## src/rtl/onehot_scan_pkg.sv

```systemverilog
// Shared definitions for the one-hot scan decoder: mode encodings and FSM states.
package onehot_scan_pkg;

  localparam logic MODE_DIRECT = 1'b0;
  localparam logic MODE_SCAN   = 1'b1;

  typedef enum logic [1:0] {
    ST_IDLE   = 2'd0,
    ST_DIRECT = 2'd1,
    ST_SCAN   = 2'd2,
    ST_BLANK  = 2'd3
  } state_t;

endpackage

```

## src/rtl/onehot_dec.sv

```systemverilog
// Combinational N-to-OUTS one-hot decoder with enable. Indices at or above
// OUTS decode to all zeros, so a sparse output count needs no extra masking.
module onehot_dec
  import onehot_scan_pkg::*;
#(
  parameter int N    = 3,
  parameter int OUTS = 8
) (
  input  logic            en,
  input  logic [N-1:0]    idx,
  output logic [OUTS-1:0] y
);

  // One bit per output; the range check falls out of the loop bound.
  always_comb begin
    y = '0;
    for (int i = 0; i < OUTS; i++) begin
      y[i] = en && (int'(idx) == i);
    end
  end

endmodule

```

## src/rtl/onehot_scan_decoder.sv

```systemverilog
// Registered one-hot decoder with a direct (valid/ready load) mode and a
// scan mode that walks every output with a programmable dwell time.
// Optional build macro ONEHOT_SCAN_BLANK_EN adds a break-before-make blank
// cycle on every change of the held index.
//
// state     | meaning
// ----------+-----------------------------------------------------------
// ST_IDLE   | en low: y forced to zero, index and dwell counter frozen
// ST_DIRECT | en high, mode direct: accepts loads, y follows cur_idx
// ST_SCAN   | en high, mode scan: dwell counter runs, index advances
// ST_BLANK  | one cycle of y=0 after an index change (blank builds only)
//
// The operating state is decoded from en/mode in the current cycle so that
// load_ready reflects a mode change immediately; state_q keeps the previous
// cycle's state to detect entry into scan from direct.
module onehot_scan_decoder
  import onehot_scan_pkg::*;
#(
  parameter int N       = 3,
  parameter int OUTS    = 8,
  parameter int DWELL_W = 8
) (
  input  logic               clk,
  input  logic               rst_n,
  input  logic               en,
  input  logic               mode,
  input  logic               load_valid,
  input  logic [N-1:0]       load_idx,
  output logic               load_ready,
  input  logic [DWELL_W-1:0] dwell,
  output logic [OUTS-1:0]    y,
  output logic [N-1:0]       cur_idx,
  output logic               wrap
);

  localparam int LAST = OUTS - 1;

  state_t               state_q, state_d;
  logic [DWELL_W-1:0]   cnt_q, cnt_d, cnt_base;
  logic [N-1:0]         idx_d, idx_adv;
  logic [OUTS-1:0]      y_d;
  logic                 wrap_d, show_d, take, at_top, dwell_hit;
  logic                 blank_q, blank_d;
  logic                 wrap_pend_q, wrap_pend_d;

  // State register.
  always_ff @(posedge clk) begin
    if (!rst_n) state_q <= ST_IDLE;
    else        state_q <= state_d;
  end

  // Next-state decode: en and mode pick the state every cycle, a pending blank overrides.
  always_comb begin
    state_d = ST_IDLE;
    if (en) begin
      if (blank_q)                 state_d = ST_BLANK;
      else if (mode == MODE_SCAN)  state_d = ST_SCAN;
      else                         state_d = ST_DIRECT;
    end
  end

  // FSM outputs: ready only while directly loadable; held high through reset.
  always_comb begin
    load_ready = !rst_n || (state_d == ST_DIRECT);
  end

  // Datapath next values for index, dwell counter, wrap and output enable.
  always_comb begin
    take      = load_valid && (state_d == ST_DIRECT);
    at_top    = int'(cur_idx) >= LAST;
    idx_adv   = at_top ? '0 : cur_idx + N'(1);
    cnt_base  = (state_q == ST_DIRECT) ? '0 : cnt_q;
    dwell_hit = cnt_base >= dwell;

    idx_d       = cur_idx;
    cnt_d       = cnt_q;
    wrap_d      = 1'b0;
    show_d      = 1'b0;
    blank_d     = 1'b0;
    wrap_pend_d = 1'b0;

    case (state_d)
      ST_DIRECT: begin
        show_d = 1'b1;
        if (take) begin
          idx_d = load_idx;
`ifdef ONEHOT_SCAN_BLANK_EN
          if (load_idx != cur_idx) begin
            blank_d = 1'b1;
            show_d  = 1'b0;
          end
`endif
        end
      end
      ST_SCAN: begin
        show_d = 1'b1;
        if (dwell_hit) begin
          cnt_d = '0;
          idx_d = idx_adv;
`ifdef ONEHOT_SCAN_BLANK_EN
          blank_d     = 1'b1;
          show_d      = 1'b0;
          wrap_pend_d = at_top;
`else
          wrap_d      = at_top;
`endif
        end else begin
          cnt_d = cnt_base + DWELL_W'(1);
        end
      end
      ST_BLANK: begin
        // The blank cycle is part of the dwell; wrap lines up with index 0 appearing.
        show_d = 1'b1;
        wrap_d = wrap_pend_q;
        cnt_d  = (mode == MODE_SCAN) ? cnt_q + DWELL_W'(1) : '0;
      end
      default: ;
    endcase
  end

  onehot_dec #(
    .N    (N),
    .OUTS (OUTS)
  ) u_dec (
    .en  (show_d),
    .idx (idx_d),
    .y   (y_d)
  );

  // Datapath registers.
  always_ff @(posedge clk) begin
    if (!rst_n) begin
      y           <= '0;
      cur_idx     <= '0;
      wrap        <= 1'b0;
      cnt_q       <= '0;
      blank_q     <= 1'b0;
      wrap_pend_q <= 1'b0;
    end else begin
      y           <= y_d;
      cur_idx     <= idx_d;
      wrap        <= wrap_d;
      cnt_q       <= cnt_d;
      blank_q     <= blank_d;
      wrap_pend_q <= wrap_pend_d;
    end
  end

endmodule

```

## config.mk

```make
export PLATFORM = sky130hd
export DESIGN_NAME = onehot_scan_decoder
export DESIGN_NICKNAME = d
export VERILOG_FILES = /design/src/rtl/onehot_scan_pkg.sv /design/src/rtl/onehot_dec.sv /design/src/rtl/onehot_scan_decoder.sv
export SDC_FILE = /design/constraint.sdc
export NUM_CORES = 1
export LEC_CHECK = 0
export ABC_AREA = 1
export CAP_MARGIN = 5
export CELL_PAD_IN_SITES_DETAIL_PLACEMENT = 0
export CELL_PAD_IN_SITES_GLOBAL_PLACEMENT = 1
export CORE_MARGIN = 4
export CORE_UTILIZATION = 37
export CTS_BUF_LIST = sky130_fd_sc_hd__clkbuf_8
export CTS_CLUSTER_DIAMETER = 80
export DETAILED_ROUTE_END_ITERATION = 10
export PLACE_DENSITY = 0.85
export SETUP_SLACK_MARGIN = 0.2
export SYNTH_ARGS = -nofsm -noshare
export SYNTH_HDL_FRONTEND = slang
export SYNTH_SLANG_ARGS = --single-unit
```

## constraint.sdc

```tcl
create_clock -name clk -period 2.2 [get_ports clk]
set_input_delay 0.44 -clock clk [delete_from_list [all_inputs] [get_ports clk]]
set_output_delay 0.44 -clock clk [all_outputs]
set_load 0.05 [all_outputs]
```

==> results of run 1 <==
where the power goes:
group	total (uW)	switching, uW	internal, uW
clock	378	135	243
combinational	188	108	80.2
sequential	412	5.25	406
routing by layer:
layer / GRT usage (%) / up-vias / wire (um)
met5: 0 / - / 0
met2: 24.1 / 20 / 1490
li1: - / 729 / -
met4: 4.38 / 0 / 42
met1: 21.3 / 601 / 1640
met3: 2.92 / 5 / 117
flip-flops by register name, summed over array words and instances, names as in the netlist:
signal	cells
cnt_q	8
cur_idx	3
state_q	2
wrap	1
y	8
worst max-delay path: stages, from the launching register on:
cell	delay [ns]
dfxtp_2	0.35
inv_2	0.03
nor2_1	0.08
buf_4	0.17
nor2_4	0.05
ha_4	0.27
nand2_4	0.05
nor2_4	0.13
nand4_1	0.15
nand3_4	0.19
nand4_1	0.16
nand4_1	0.20
nor2_1	0.07
cell usage after synthesis, drive strengths merged:
library cell	instances	share of area [%]
nor2	29	10
clkbuf	1	0.27
a31o	1	0.64
o21ai	2	0.73
a21o	1	0.55
nand4	6	2.8
xor2	1	0.64
dfxtp	22	32
inv	35	9.6
a21oi	12	4.4
a22oi	1	0.55
nand2	54	16
a31oi	1	0.46
or2	2	0.92
nor3	2	1.1
nand3	20	9.0
ha	11	10
cell families (layout without fill, tap and decap cells):
| logic type | count (synthesis) | count (layout) | share of synthesized area, % |
|---|---|---|---|
| AO/OA/AOI/OAI | 18 | 18 | 7.33 |
| flip-flops | 22 | 22 | 32.3 |
| buffers and inverters | 36 | 81 | 9.90 |
| adder cells (fa/ha/maj) | 11 | 11 | 10.1 |
| XOR/XNOR | 1 | 1 | 0.642 |
| AND/OR/NAND/NOR | 113 | 113 | 39.8 |
placed cells by master (no fill, tap or decap), drive strengths merged, types with 6 or more instances in the layout:
cell type      synthesis  layout
nand2                 54      54
nor2                  29      29
ha                    11      11
nand3                 20      20
clkdlybuf4s50          0      20
inv                   35      35
nand4                  6       6
buf                    0      15
a21oi                 12      12
dfxtp                 22      22
cell type report:
cell class | count | area [um2]
clock buffer | 3 | 41.3
sequential | 22 | 442
timing repair buffer | 42 | 414
fill | 324 | 1360
tap | 46 | 57.6
inverter | 35 | 131
multi-input combinational | 143 | 963
clock inverter | 1 | 30.0
stage by stage:
step / hold slack, ns / instance area (um2) / TNS (ns) / utilization, % / worst slack, ns
after floorplan: 0.445 / 1370 / 0 / - / 0.302
after global placement: 0.453 / 1800 / -1.64 / 52.4 / -0.129
after detailed placement: 0.455 / 1800 / -1.78 / 52.4 / -0.145
after CTS: 0.467 / 1980 / 0 / 57.6 / 0.198
after global routing: 0.479 / 2080 / 0 / 60.4 / 0.0565
final: 0.463 / 2080 / 0 / 60.4 / 0.185
final timing paths:
path	from	end	slack, ns	depth (start not counted)
hold reg to reg	cnt_q[7]	cnt_q[7]	0.46	2
setup / recovery	state_q[0]	y[0]	0.18	12
hold / removal	cnt_q[7]	cnt_q[7]	0.46	2
setup reg to reg	state_q[0]	y[0]	0.18	12
what timing repair did:
item                                    4_1_cts  5_1_grt
pin swaps                                    19       19
gates cloned                                  0        0
gates resized for setup                      27       22
hold buffers                                  0        0
endpoints found under the setup margin       15       20
setup buffers                                 1        2
==> run_results.csv, run 1 <==
group,metric,value,unit
clock_network,cts_root_buffer,"clkbuf_8",
floorplanning,die-area,0.00473,mm2
logic_synthesis,synth_warnings,0,
logic_synthesis,ys_seq_area_share,32.3,%
global_routing,grt_max_degree,14,
floorplanning,die_w,68.7,um
logic_synthesis,synth_cells,201,
sta,min_period,2.02,ns
floorplanning,ios,29,
worst_setup_path,cp-end-kind,"register",
worst_hold_path,hold_path_class,"register to register",
cells_and_area,layout-drive-gt1-share,28.9,%
drt,drtAntennaViolNets,0,
cells_and_area,layout.nets,274,
clock_network,h-tree-depth,1,
worst_setup_path,crit_type,"register to register",
clock_network,numCtsBuffers,3,
worst_setup_path,crit_fanout,6,
placement,gp_congestion,0.847,
logic_synthesis,synthDistinctLibCells,26,
sta,rsz0062_at_grt,"yes",
global_routing,grt_antenna_before_repair,0,
clock_network,cts_tree,"done",
cells_and_area,syn_to_final_growth,52.3,%
logic_synthesis,syn_area_per_cell,6.79,um2
clock_network,clock_latency,0.27,ns
drt,routedWlPerCell,11.3,um
power_and_ir_drop,p_total,978,uW
cells_and_area,n_antenna_cell,0,
drt,num_vias,1355,
drt,drt-total-wl,3.29,mm
logic_synthesis,synth_fp_nets,228,
run,drv_cap,0,
sta,hold_viol,0,
clock_network,cts_buffer_depth,2,
global_routing,grt_pass1_wl,5.51,mm
drt,drc,0,
placement,dp.cells,285,
floorplanning,start_util,39.7,%
drt,drtPass1Iterations,4,
drt,drt-initial-drc-count,46,
global_routing,grt_pass1_vias,1252,
logic_synthesis,synth_seq_cells,22,
worst_setup_path,arrival,2.17,ns
sta,relSlewSlack,66.4,%
power_and_ir_drop,p_leak,0.00101,uW
clock_network,clkTransAtPathRegs,0.08,ns
sta,setup_violations,0,
sta,period_share,91.6,%
worst_setup_path,required,2.35,ns
sta,timing.fmax,496,MHz
placement,portBuffers,28,
worst_setup_path,worst_setup_path_start_kind,"register",
global_routing,grt_overflow_total,0,
sta,skew,0.00871,ns
status,outcome,"completed",
floorplanning,dieHeight,68.7,um
sta,worst_pin_slew,0.502,ns
floorplanning,rows,21,
floorplanning,core,0.00344,mm2
drt,avgViaCountPerCell,4.64,
placement,hpwl,2.56,mm
logic_synthesis,syn_area,0.00137,mm2
sta,maxSlewViolCount,0,
cells_and_area,stdcell_count,292,
power_and_ir_drop,ir_drop,0.252,mV
clock_network,cts.sinks,22,
global_routing,track_usage,15.3,%
power_and_ir_drop,power_density,470,mW/mm2
No activity file was read; power rests on OpenSTA's default activity.
==> inputs of run 2 (changes only) <==
--- a/config.mk
+++ b/config.mk
@@ -7,14 +7,12 @@
 export LEC_CHECK = 0
 export ABC_AREA = 1
 export CAP_MARGIN = 5
-export CELL_PAD_IN_SITES_DETAIL_PLACEMENT = 0
-export CELL_PAD_IN_SITES_GLOBAL_PLACEMENT = 1
 export CORE_MARGIN = 4
-export CORE_UTILIZATION = 37
+export CORE_UTILIZATION = 40
 export CTS_BUF_LIST = sky130_fd_sc_hd__clkbuf_8
 export CTS_CLUSTER_DIAMETER = 80
 export DETAILED_ROUTE_END_ITERATION = 10
-export PLACE_DENSITY = 0.85
+export PLACE_DENSITY = 0.68
 export SETUP_SLACK_MARGIN = 0.2
 export SYNTH_ARGS = -nofsm -noshare
 export SYNTH_HDL_FRONTEND = slang
==> run_results.csv, run 2 (synthesis gave the netlist of run 1 again) <==
group,metric,value,unit
status,outcome,"completed",
power_and_ir_drop,internal_power,738,uW
cells_and_area,design_area,0.00220,mm2
drt,drt-total-wl,3.65,mm
global_routing,track_usage,16.7,%
sta,fin_ws,0.214,ns
clock_network,h-tree-depth,1,
sta,worst_pin_slew,0.510,ns
power_and_ir_drop,p_sw_share,25.8,%
drt,highest_layer,"met4",
clock_network,cts_buffer_depth,2,
floorplanning,core,0.00315,mm2
sta,min_period,1.99,ns
drt,met3_length,150,um
global_routing,grt_max_degree,14,
global_routing,grt_pass1_vias,1373,
placement,portBuffers,28,
global_routing,grt_antenna_before_repair,0,
cells_and_area,mostFrequentLayoutCell,"nand2_1",
clock_network,cts_hold_buf,0,
worst_setup_path,crit_type,"register to register",
floorplanning,rows,20,
power_and_ir_drop,power_density,452,mW/mm2
floorplanning,dieHeight,66.4,um
power_and_ir_drop,seqPwrFrac,41.4,%
placement,hpwl,2.42,mm
sta,rsz0062_at_grt,"yes",
cells_and_area,seqCellArea,444,um2
power_and_ir_drop,combPwrFrac,20.7,%
power_and_ir_drop,p_leak,0.000985,uW
drt,drtPass1Iterations,4,
cells_and_area,multi_input_area,0.00111,mm2
cells_and_area,n_antenna_cell,0,
power_and_ir_drop,ir_drop,0.289,mV
worst_setup_path,cp-end-kind,"register",
placement,gp_congestion,0.811,
drt,drtAntennaViolNets,0,
drt,drt-initial-drc-count,114,
sta,skew,0.0108,ns
power_and_ir_drop,p_switching,256,uW
sta,period_share,90.3,%
global_routing,grt_pass1_wl,5.88,mm
sta,relSlewSlack,65.9,%
clock_network,cts_tree,"done",
floorplanning,die-area,0.00441,mm2
drt,avgViaCountPerCell,4.94,
cells_and_area,reg_top3,"cnt_q: 8 flops, y: 8 flops, cur_idx: 3 flops",
drt,wl_met2,1.78,mm
cells_and_area,stdcell_count,287,
floorplanning,start_util,43.3,%
worst_setup_path,required,2.35,ns
sta,timing.fmax,504,MHz
cells_and_area,layout_common_cells,"35 x nand2_1, 29 x inv_1, 25 x clkdlybuf4s50_1",
worst_hold_path,hold_path_class,"register to register",
worst_setup_path,arrival,2.13,ns
global_routing,grt_overflow_total,0,
floorplanning,die_w,66.4,um
sta,setup_violations,0,
clock_network,clkTransAtPathRegs,0.09,ns
power_and_ir_drop,p_total,994,uW
cells_and_area,layout.nets,271,
clock_network,cts.sinks,22,
placement,dp_slack,-0.105,ns
placement,dp.cells,280,
clock_network,clock_latency,0.27,ns
cells_and_area,fillCellCount,261,
sta,hold_slack,0.470,ns
clock_network,numCtsBuffers,3,
power_and_ir_drop,pwr-share-clk,37.9,%
cells_and_area,layout-drive-gt1-share,35.0,%
worst_setup_path,worst_setup_path_start_kind,"register",
drt,num_vias,1417,
sta,hold_viol,0,
run,drv_cap,0,
sta,maxSlewViolCount,0,
worst_setup_path,crit_fanout,6,
drt,wl_met1,1.67,mm
cells_and_area,syn_to_final_growth,61.1,%
floorplanning,ios,29,
placement,placed_area,0.00178,mm2
drt,routedWlPerCell,12.7,um
clock_network,cts_root_buffer,"clkbuf_8",
drt,drc,0,
-- run 2: worst paths after layout --
kind,start,endpoint,slack (ns),cells past startpoint
setup / recovery,state_q[0],y[0],0.21,12
setup reg to reg,state_q[0],y[0],0.21,12
hold / removal,cnt_q[1],cnt_q[1],0.47,2
hold reg to reg,cnt_q[1],cnt_q[1],0.47,2
-- run 2: repair_timing --
item | CTS | global route
buffers inserted | 2 | 1
endpoints found under the setup margin | 16 | 20
resized for setup | 27 | 45
pin swaps | 20 | 21
-- run 2: through the flow --
step	util (%)	setup TNS, ns
2_1_floorplan	-	0
3_3_place_gp	56.4	-0.719
3_5_place_dp	56.4	-1.05
4_1_cts	63.3	0
5_1_grt	69.8	0
6_report	69.8	0
-- run 2: worst max-delay path, stage by stage (launching register included) --
cell and delay (ns):
dfxtp_2 0.37, inv_2 0.05, nor2_4 0.09, buf_6 0.16, nor2_4 0.05, ha_4 0.27, nand2_4 0.05, nor2_4 0.11
nand4_1 0.13, nand3_4 0.17, nand4_1 0.14, nand4_1 0.20, nor2_1 0.08
-- run 2: cell type report --
cell class              count  area share [%]
multi-input cells         143            50.3
flip-flops and latches     22            20.2
repair buffers             39            17.7
inverters                  35            5.97
well taps                  44            2.50
clock buffers               3            1.88
clock inverters             1            1.37
-- run 2: per-layer routing --
metal	GRT usage (%)	vias to the layer above
li1	-	724
met5	0	-
met1	21.7	661
met2	27.9	24
met3	3.74	8
met4	3.55	0
-- run 2: power by group through the flow --
| stage | registers [uW] | clock network [uW] | logic [uW] |
|---|---|---|---|
| floorplan | 440 | 0 | 71.7 |
| global placement | 419 | 0 | 168 |
| detailed placement | 419 | 0 | 168 |
| CTS | 410 | 376 | 183 |
| global route | 413 | 393 | 225 |
| finish | 412 | 377 | 206 |
